==> config.mk <==
export PLATFORM = sky130hd
export DESIGN_NAME = ps2_receiver
export DESIGN_NICKNAME = d
export VERILOG_FILES = /design/src/rtl/ps2_receiver.sv
export SDC_FILE = /design/constraint.sdc
export NUM_CORES = 1
export LEC_CHECK = 0
export BUFFER_PORTS_ARGS = -buffer_cell sky130_fd_sc_hd__buf_4
export CAP_MARGIN = 15
export CORE_MARGIN = 5
export CORE_UTILIZATION = 25
export CTS_BUF_LIST = sky130_fd_sc_hd__clkbuf_8
export CTS_CLUSTER_DIAMETER = 100
export DETAILED_ROUTE_END_ITERATION = 10
export PLACE_DENSITY = 0.4
export SYNTH_ARGS = -nofsm -noshare
export SYNTH_HDL_FRONTEND = slang
export SYNTH_SLANG_ARGS = --single-unit
==> constraint.sdc <==
create_clock -name clk -period 1.9 [get_ports clk]
set_input_delay 0.19 -clock clk [delete_from_list [all_inputs] [get_ports clk]]
set_output_delay 0.19 -clock clk [all_outputs]
set_load 0.01 [all_outputs]
==> src/rtl/ps2_receiver.sv <==
// -----------------------------------------------------------------------------
// ps2_receiver
// Receive-only PS/2 keyboard interface. Both bus lines are resynchronised,
// debounced by a stability filter and then decoded by a small frame FSM
// (start, 8 data bits LSB first, odd parity, stop). Prefix bytes 0xE0/0xF0
// are reported as pulses instead of being written to key_in.
//
// Parameters
//   FILTER_LEN  : consecutive equal samples needed to change a filtered level
//   TIMEOUT_CYC : max clk cycles between PS2_CLK falling edges inside a frame
// Ports
//   clk       : system clock, rising edge
//   rst       : asynchronous, active-high reset
//   PS2_CLK   : PS/2 clock line (read only, never driven)
//   PS2_DATA  : PS/2 data line (read only, never driven)
//   key_in    : last good data byte other than 0xE0/0xF0
//   is_extend : 1-cycle pulse on a good 0xE0 byte
//   is_break  : 1-cycle pulse on a good 0xF0 byte
//   valid     : 1-cycle pulse when key_in takes a new byte
//   err       : 1-cycle pulse when a frame is discarded (parity/stop/timeout)
// -----------------------------------------------------------------------------
module ps2_receiver #(
  parameter int FILTER_LEN  = 4,
  parameter int TIMEOUT_CYC = 100000
) (
  input  logic       clk,
  input  logic       rst,
  inout  wire        PS2_CLK,
  inout  wire        PS2_DATA,
  output logic [7:0] key_in,
  output logic       is_extend,
  output logic       is_break,
  output logic       valid,
  output logic       err
);

  localparam int CNT_W = (FILTER_LEN < 2) ? 1 : $clog2(FILTER_LEN + 1);
  localparam int TO_W  = $clog2(TIMEOUT_CYC + 1);

  // Host-to-device transmission is not supported: the lines are only read.
  assign PS2_CLK  = 1'bz;
  assign PS2_DATA = 1'bz;

  // Index 0 = clock line, index 1 = data line; both get an identical
  // pipeline so the filtered data is aligned with the filtered clock.
  logic [1:0] line_in;
  logic [1:0] line_filt;

  assign line_in = {PS2_DATA, PS2_CLK};

  genvar gi;
  generate
    for (gi = 0; gi < 2; gi++) begin : g_line
      logic [1:0]       sync_reg;
      logic             filt_reg;
      logic [CNT_W-1:0] cnt_reg;

      always_ff @(posedge clk or posedge rst) begin
        if (rst) begin
          sync_reg <= 2'b11;
          filt_reg <= 1'b1;
          cnt_reg  <= '0;
        end else begin
          sync_reg <= {sync_reg[0], line_in[gi]};
          // cnt_reg counts consecutive samples that disagree with the
          // filtered level; any agreeing sample restarts the run.
          if (sync_reg[1] == filt_reg) begin
            cnt_reg <= '0;
          end else if (cnt_reg == CNT_W'(FILTER_LEN - 1)) begin
            filt_reg <= sync_reg[1];
            cnt_reg  <= '0;
          end else begin
            cnt_reg <= cnt_reg + 1'b1;
          end
        end
      end

      assign line_filt[gi] = filt_reg;
    end
  endgenerate

  logic ps2_clk_filt;
  logic ps2_data_filt;
  logic ps2_clk_d_reg;
  logic fall;

  assign ps2_clk_filt  = line_filt[0];
  assign ps2_data_filt = line_filt[1];

  always_ff @(posedge clk or posedge rst) begin
    if (rst) ps2_clk_d_reg <= 1'b1;
    else     ps2_clk_d_reg <= ps2_clk_filt;
  end

  assign fall = ps2_clk_d_reg & ~ps2_clk_filt;

  // ---------------------------------------------------------------------------
  // Frame FSM
  // ---------------------------------------------------------------------------
  typedef enum logic [1:0] {
    IDLE = 2'd0,
    RECV = 2'd1,
    DONE = 2'd2
  } state_t;

  state_t          state_reg, state_next;
  logic [9:0]      shift_reg, shift_next;     // {stop, parity, data[7:0]} once full
  logic [3:0]      bit_cnt_reg, bit_cnt_next;
  logic [TO_W-1:0] timeout_reg, timeout_next;
  logic [7:0]      key_reg;
  logic            frame_ok;

  always_ff @(posedge clk or posedge rst) begin
    if (rst) begin
      state_reg   <= IDLE;
      shift_reg   <= '0;
      bit_cnt_reg <= '0;
      timeout_reg <= '0;
      key_reg     <= '0;
    end else begin
      state_reg   <= state_next;
      shift_reg   <= shift_next;
      bit_cnt_reg <= bit_cnt_next;
      timeout_reg <= timeout_next;
      if (valid) key_reg <= shift_reg[7:0];
    end
  end

  // Odd parity over data+parity, and a high stop bit.
  assign frame_ok = (^shift_reg[8:0]) & shift_reg[9];

  always_comb begin
    state_next   = state_reg;
    shift_next   = shift_reg;
    bit_cnt_next = bit_cnt_reg;
    timeout_next = timeout_reg;
    valid        = 1'b0;
    is_extend    = 1'b0;
    is_break     = 1'b0;
    err          = 1'b0;

    unique case (state_reg)
      IDLE: begin
        // A falling edge with data high is not a start bit; ignore it.
        if (fall && !ps2_data_filt) begin
          state_next   = RECV;
          bit_cnt_next = '0;
          timeout_next = '0;
          shift_next   = '0;
        end
      end

      RECV: begin
        if (fall) begin
          shift_next   = {ps2_data_filt, shift_reg[9:1]};
          timeout_next = '0;
          if (bit_cnt_reg == 4'd9) state_next   = DONE;
          else                     bit_cnt_next = bit_cnt_reg + 4'd1;
        end else if (timeout_reg == TO_W'(TIMEOUT_CYC)) begin
          err        = 1'b1;
          state_next = IDLE;
        end else begin
          timeout_next = timeout_reg + 1'b1;
        end
      end

      DONE: begin
        // Single evaluation cycle; any falling edge here is ignored since a
        // real keyboard bit period is far longer than this pipeline.
        state_next = IDLE;
        if (!frame_ok)                  err       = 1'b1;
        else if (shift_reg[7:0] == 8'hE0) is_extend = 1'b1;
        else if (shift_reg[7:0] == 8'hF0) is_break  = 1'b1;
        else                            valid     = 1'b1;
      end

      default: state_next = IDLE;
    endcase
  end

  // Bypass so key_in shows the new byte in the same cycle valid pulses.
  assign key_in = valid ? shift_reg[7:0] : key_reg;

endmodule
==> results.cfg, run 1 <==
[layout]
instances_no_fill = 475
n_antenna_cell = 0
fin_area_sq_um = 3800
drive_above_1_share_pct = 35.8
syn2layout_area_growth_pct = 35.0
utilization_pct = 34.7
largest_reg_flops = 17
final_nets = 351

[route]
drt-pass1-iter-count = 4
drc_errors = 0
totalWireLength_um = 6620
via_count = 2214
ant_nets = 0
drt-initial-drc-count = 91
avgViaCountPerCell = 4.66
wire_per_inst_um = 13.9

[clock_tree]
clk_pin_slew_worst_paths_ns = 0.09
clock-root-buffer = clkbuf_8
clock_sinks = 52
numCtsBuffers = 5
clkLatencyLatePin_ns = 0.31
cts_tree = built
cts_buffer_depth = 2
htreeDepth = 2

[logic_synthesis]
synth_edf_count = 0
postSynthAreaPerCell_sq_um = 10.3
async_flop_share_pct = 100
yosysMostFrequentCell = dfrtp_1
synth.top_cell.area_share_pct = 41.8
synth_area_leaders = dfrtp_1, ha_1, dfstp_2
yosysSeqAreaShare_pct = 46.5
synth_top_cells_by_count = dfrtp_1, nand2_1, inv_1
synth_top_flop_cell = dfrtp_1
yosysTopAreaCell = dfrtp_1
ys_ff_latch = 52
syn_area_sq_um = 2810
yosysUniqueCellTypes = 55
yosys_warnings = 0
synth_cells = 272

[sta]
fmax_mhz = 411
setup_viol_count_final = 19
fin_crit_ns = 2.43
maxSlewViolCount = 0
rsz0062_at_grt = yes
hold_violations = 0
min_period_over_period_pct = 128
fin_ws_ns = -0.531
finalSetupTns_ns = -5.95
hold_slack_ns = 0.359
clock_skew_ns = 0.00730

[floorplan]
die_y_um = 116
pin_count = 16
die_w_um = 116
die_area_sq_um = 13500
start_util_pct = 25.7
coreArea_sq_um = 10900
std_cell_rows = 38

[placement]
gp_congestion = 0.740
place_ws_ns = -0.347
place_area_sq_um = 3390
placed_cells = 454
hpwl_um = 4730
portBuffers = 13

[global_route]
grt_pass1_wl_um = 11200
grt_pass1_vias = 2194
grt_start_max_net_pins = 28
grt.total_usage_pct = 10.6
overflow = 0
antenna_found_initial = 0

[hold_path]
hold_path_depth = 0
worstHoldPathType = reg2reg
holdPathEnd = g_line[0].sync_reg[1]
min_from = g_line[1].sync_reg[0]

[setup_path]
critPathTopFamily = XOR/XNOR gates
r2r_cells = 6
end_kind = output port
crit_type = reg2out
rrSetupSlack_ns = -0.13
cp.buffers_inverters = 1
reg2reg_from = shift_reg[5]
crit_chain = ha_4 > xnor2_2 > xnor3_2 > o2111ai_4 > mux2_4 > buf_6
arrival_ns = 2.24
rr_endpoint = key_reg[3]
worst-path-stages = 6
slowest_stage = xnor3_2
critical_path_required_ns = 1.71
cp-start-kind = flip-flop
crit_path_max_fanout = 5
slowest_delay_ns = 0.43

[power_and_ir_drop]
switching_share_pct = 38.4
power_frac_clock_pct = 15.1
power.share.sequential_pct = 36.4
comb_power_share_pct = 48.5
total_power_mw = 4.17
p_switching_mw = 1.60
leakagePower_nw = 1.68
power_density_nw_per_um2 = 1100
p_int_mw = 2.57
peakVddDrop_mv = 0.414

[outcome]
failed_checks = negative setup slack
outcome = finished, violations left

[flow_run]
drv_cap = 0
-- cells in the final DEF (no fill, tap or decap), types with 7 or more instances in the layout --
cell type / synthesis / final
buf_6: 0 / 15
nor2_1: 11 / 11
buf_4: 2 / 42
inv_2: 0 / 7
dfrtp_1: 47 / 46
nand4_1: 7 / 7
nand2_1: 25 / 23
nand3_1: 17 / 17
inv_1: 24 / 18
ha_1: 15 / 9
mux2_4: 0 / 8
o21ai_0: 12 / 12
-- logic make-up after synthesis --
| kind of cell | count (synthesis) | share of synthesized area (%) |
|---|---|---|
| other | 1 | 0.133 |
| adders and majority gates | 15 | 6.67 |
| DFF | 52 | 46.5 |
| xor gates and xnor gates | 7 | 2.67 |
| buffers and inverters | 33 | 4.89 |
| muxes | 11 | 4.40 |
| and+or+nand+nor | 105 | 21.8 |
| AOI/OAI and AO/OA | 48 | 13.0 |
-- power groups by stage --
stage	sequential (mW)	clock, mW	combinational, mW
6_report	1.52	0.630	2.02
5_1_grt	1.55	0.722	2.24
4_1_cts	1.51	0.677	1.95
3_5_place_dp	1.51	0	1.73
3_3_place_gp	1.51	0	1.73
2_1_floorplan	1.50	0	1.02
-- routing by layer --
metal,track usage (%),share of wire (%),up-vias
met1,13.8,48,1089
met2,17.8,48,23
met3,2.54,3.3,5
met4,2.32,0.66,0
li1,-,-,1097
met5,0,0,-
-- how the worst max path moves through the flow --
stage	from	endpoint	slack, ns
2_1_floorplan	shift_reg[2]	key_in[0]	-0.05
3_3_place_gp	shift_reg[0]	key_in[7]	-0.32
3_5_place_dp	shift_reg[0]	key_in[1]	-0.35
4_1_cts	shift_reg[4]	key_in[7]	-0.54
5_1_grt	shift_reg[4]	key_in[7]	-0.61
6_report	shift_reg[5]	key_in[1]	-0.53
-- repair_timing --
item	CTS	global route
resized for setup	25	21
hold buffers	1	0
gates cloned	1	0
setup endpoints to repair	28	31
setup buffers	3	8
endpoints found under the hold margin	10	0
pin swaps	5	0
-- final cells by class --
type,count,area (sq um)
multi-input cells,190,1590
repair buffers,61,554
clock buffers,5,68.8
well taps,140,175
flip-flops and latches,52,1310
inverters,24,90.1
fillers,1125,7140
clock inverters,3,16.3
No activity file was read; power rests on OpenSTA's default activity.
==> run 2: changes to the inputs <==
--- a/config.mk
+++ b/config.mk
@@ -9,10 +9,11 @@
 export CAP_MARGIN = 15
 export CORE_MARGIN = 5
 export CORE_UTILIZATION = 25
-export CTS_BUF_LIST = sky130_fd_sc_hd__clkbuf_8
+export CTS_BUF_LIST = sky130_fd_sc_hd__clkbuf_4 sky130_fd_sc_hd__clkbuf_8
 export CTS_CLUSTER_DIAMETER = 100
 export DETAILED_ROUTE_END_ITERATION = 10
 export PLACE_DENSITY = 0.4
+export SLEW_MARGIN = 30
 export SYNTH_ARGS = -nofsm -noshare
 export SYNTH_HDL_FRONTEND = slang
 export SYNTH_SLANG_ARGS = --single-unit
==> results.cfg, run 2 (synthesis gave the netlist of run 1 again) <==
[floorplan]
std_cell_rows = 38
die_w_um = 116
die_y_um = 116
start_util_pct = 25.7
die_area_sq_um = 13500
coreArea_sq_um = 10900
pin_count = 16

[layout]
multi_input_area_sq_um = 1590
layout_common_cells = dfrtp_1, buf_4, nand2_1, inv_1, nand3_1
fill_cells = 1123
utilization_pct = 34.8
final_nets = 351
syn2layout_area_growth_pct = 35.2
largest_reg_flops = 17
fin_area_sq_um = 3800
register_area_sq_um = 1310
n_antenna_cell = 0
drive_above_1_share_pct = 36.1
layout_commonest_cell = dfrtp_1

[placement]
gp_congestion = 0.740
portBuffers = 13
place_area_sq_um = 3390
place_ws_ns = -0.347
hpwl_um = 4730

[setup_path]
crit_chain = ha_4 > xnor2_2 > xnor3_2 > o2111ai_4 > mux2_4 > buf_6
crit_type = reg2out
cp-start-kind = flip-flop
critical_path_required_ns = 1.71
slowest_stage = xnor3_2
end_kind = output port
slowest_delay_ns = 0.43
arrival_ns = 2.24
crit_path_max_fanout = 5

[route]
avgViaCountPerCell = 4.66
via_count = 2214
drt-pass1-iter-count = 4
wire_per_inst_um = 13.9
drt-initial-drc-count = 91
drc_errors = 0
ant_nets = 0
totalWireLength_um = 6620

[power_and_ir_drop]
leakagePower_nw = 1.68
power_density_nw_per_um2 = 1100
peakVddDrop_mv = 0.414

[clock_tree]
htreeDepth = 2
cts_buffer_depth = 2
clock-root-buffer = clkbuf_8
cts_tree = built
numCtsBuffers = 5
clk_pin_slew_worst_paths_ns = 0.09
clock_sinks = 52
clkLatencyLatePin_ns = 0.31

[sta]
fin_ws_ns = -0.531
hold_slack_ns = 0.359
hold_violations = 0
fmax_mhz = 411
finalSetupTns_ns = -5.95
rsz0062_at_grt = yes
clock_skew_ns = 0.00730
setup_viol_count_final = 19
fin_crit_ns = 2.43
maxSlewViolCount = 0
min_period_over_period_pct = 128

[global_route]
grt_pass1_wl_um = 11200
antenna_found_initial = 0
grt.total_usage_pct = 10.6
overflow = 0
grt_pass1_vias = 2194
grt_start_max_net_pins = 28

[outcome]
failed_checks = negative setup slack
outcome = finished, violations left

[hold_path]
worstHoldPathType = reg2reg

[flow_run]
drv_cap = 0
## run 2: critical path: cells and delay by family (launching register included)
family,cells,cell delay (ns)
adders and majority gates,1,0.25
buffers and inverters,1,0.12
xor gates and xnor gates,2,0.61
AOI/OAI and AO/OA,1,0.17
muxes,1,0.35
DFF,1,0.42
## run 2: layout make-up
cell class,count,area share [%]
tap,140,4.61
clock buffer,6,2.01
multi-input combinational,190,41.7
timing repair buffer,61,14.6
sequential,52,34.4
clock inverter,2,0.329
inverter,24,2.37
## run 2: worst paths after layout
path                                       start               endpoint  slack, ns  cells past startpoint
setup / recovery                    shift_reg[5]              key_in[1]      -0.53                      6
max in group asynchronous                    rst          ps2_clk_d_reg       0.92                      4
hold / removal             g_line[1].sync_reg[0]  g_line[0].sync_reg[1]       0.36                      0
min in group asynchronous                    rst         timeout_reg[3]       0.40                      3
hold reg to reg            g_line[1].sync_reg[0]  g_line[0].sync_reg[1]       0.36                      0
setup reg to reg                    shift_reg[5]             key_reg[3]      -0.13                      6
## run 2: what timing repair did
item / in CTS / in global routing
pin swaps: 5 / 0
endpoints found under the setup margin: 28 / 31
cloned: 1 / 0
hold buffers: 1 / 0
gates resized for setup: 25 / 21
setup buffers: 3 / 8
hold endpoints to repair: 10 / 0
## run 2: layer usage
layer,global-route usage [%],part of all wire (%)
met5,0,0
met4,2.32,0.66
met3,2.54,3.3
met2,17.8,48
met1,13.8,48
## run 2: through the flow
step,instances,power [mW]
after floorplan,274,2.51
after global placement,454,3.24
after detailed placement,454,3.25
after CTS,467,4.15
after global routing,475,4.54
final,475,4.19
## run 2: power by group
part,internal [mW],switching (mW),leakage (nW)
logic,0.991,1.03,0.946
registers,1.33,0.193,0.690
clock network,0.273,0.377,0.0446
total,2.59,1.60,1.68
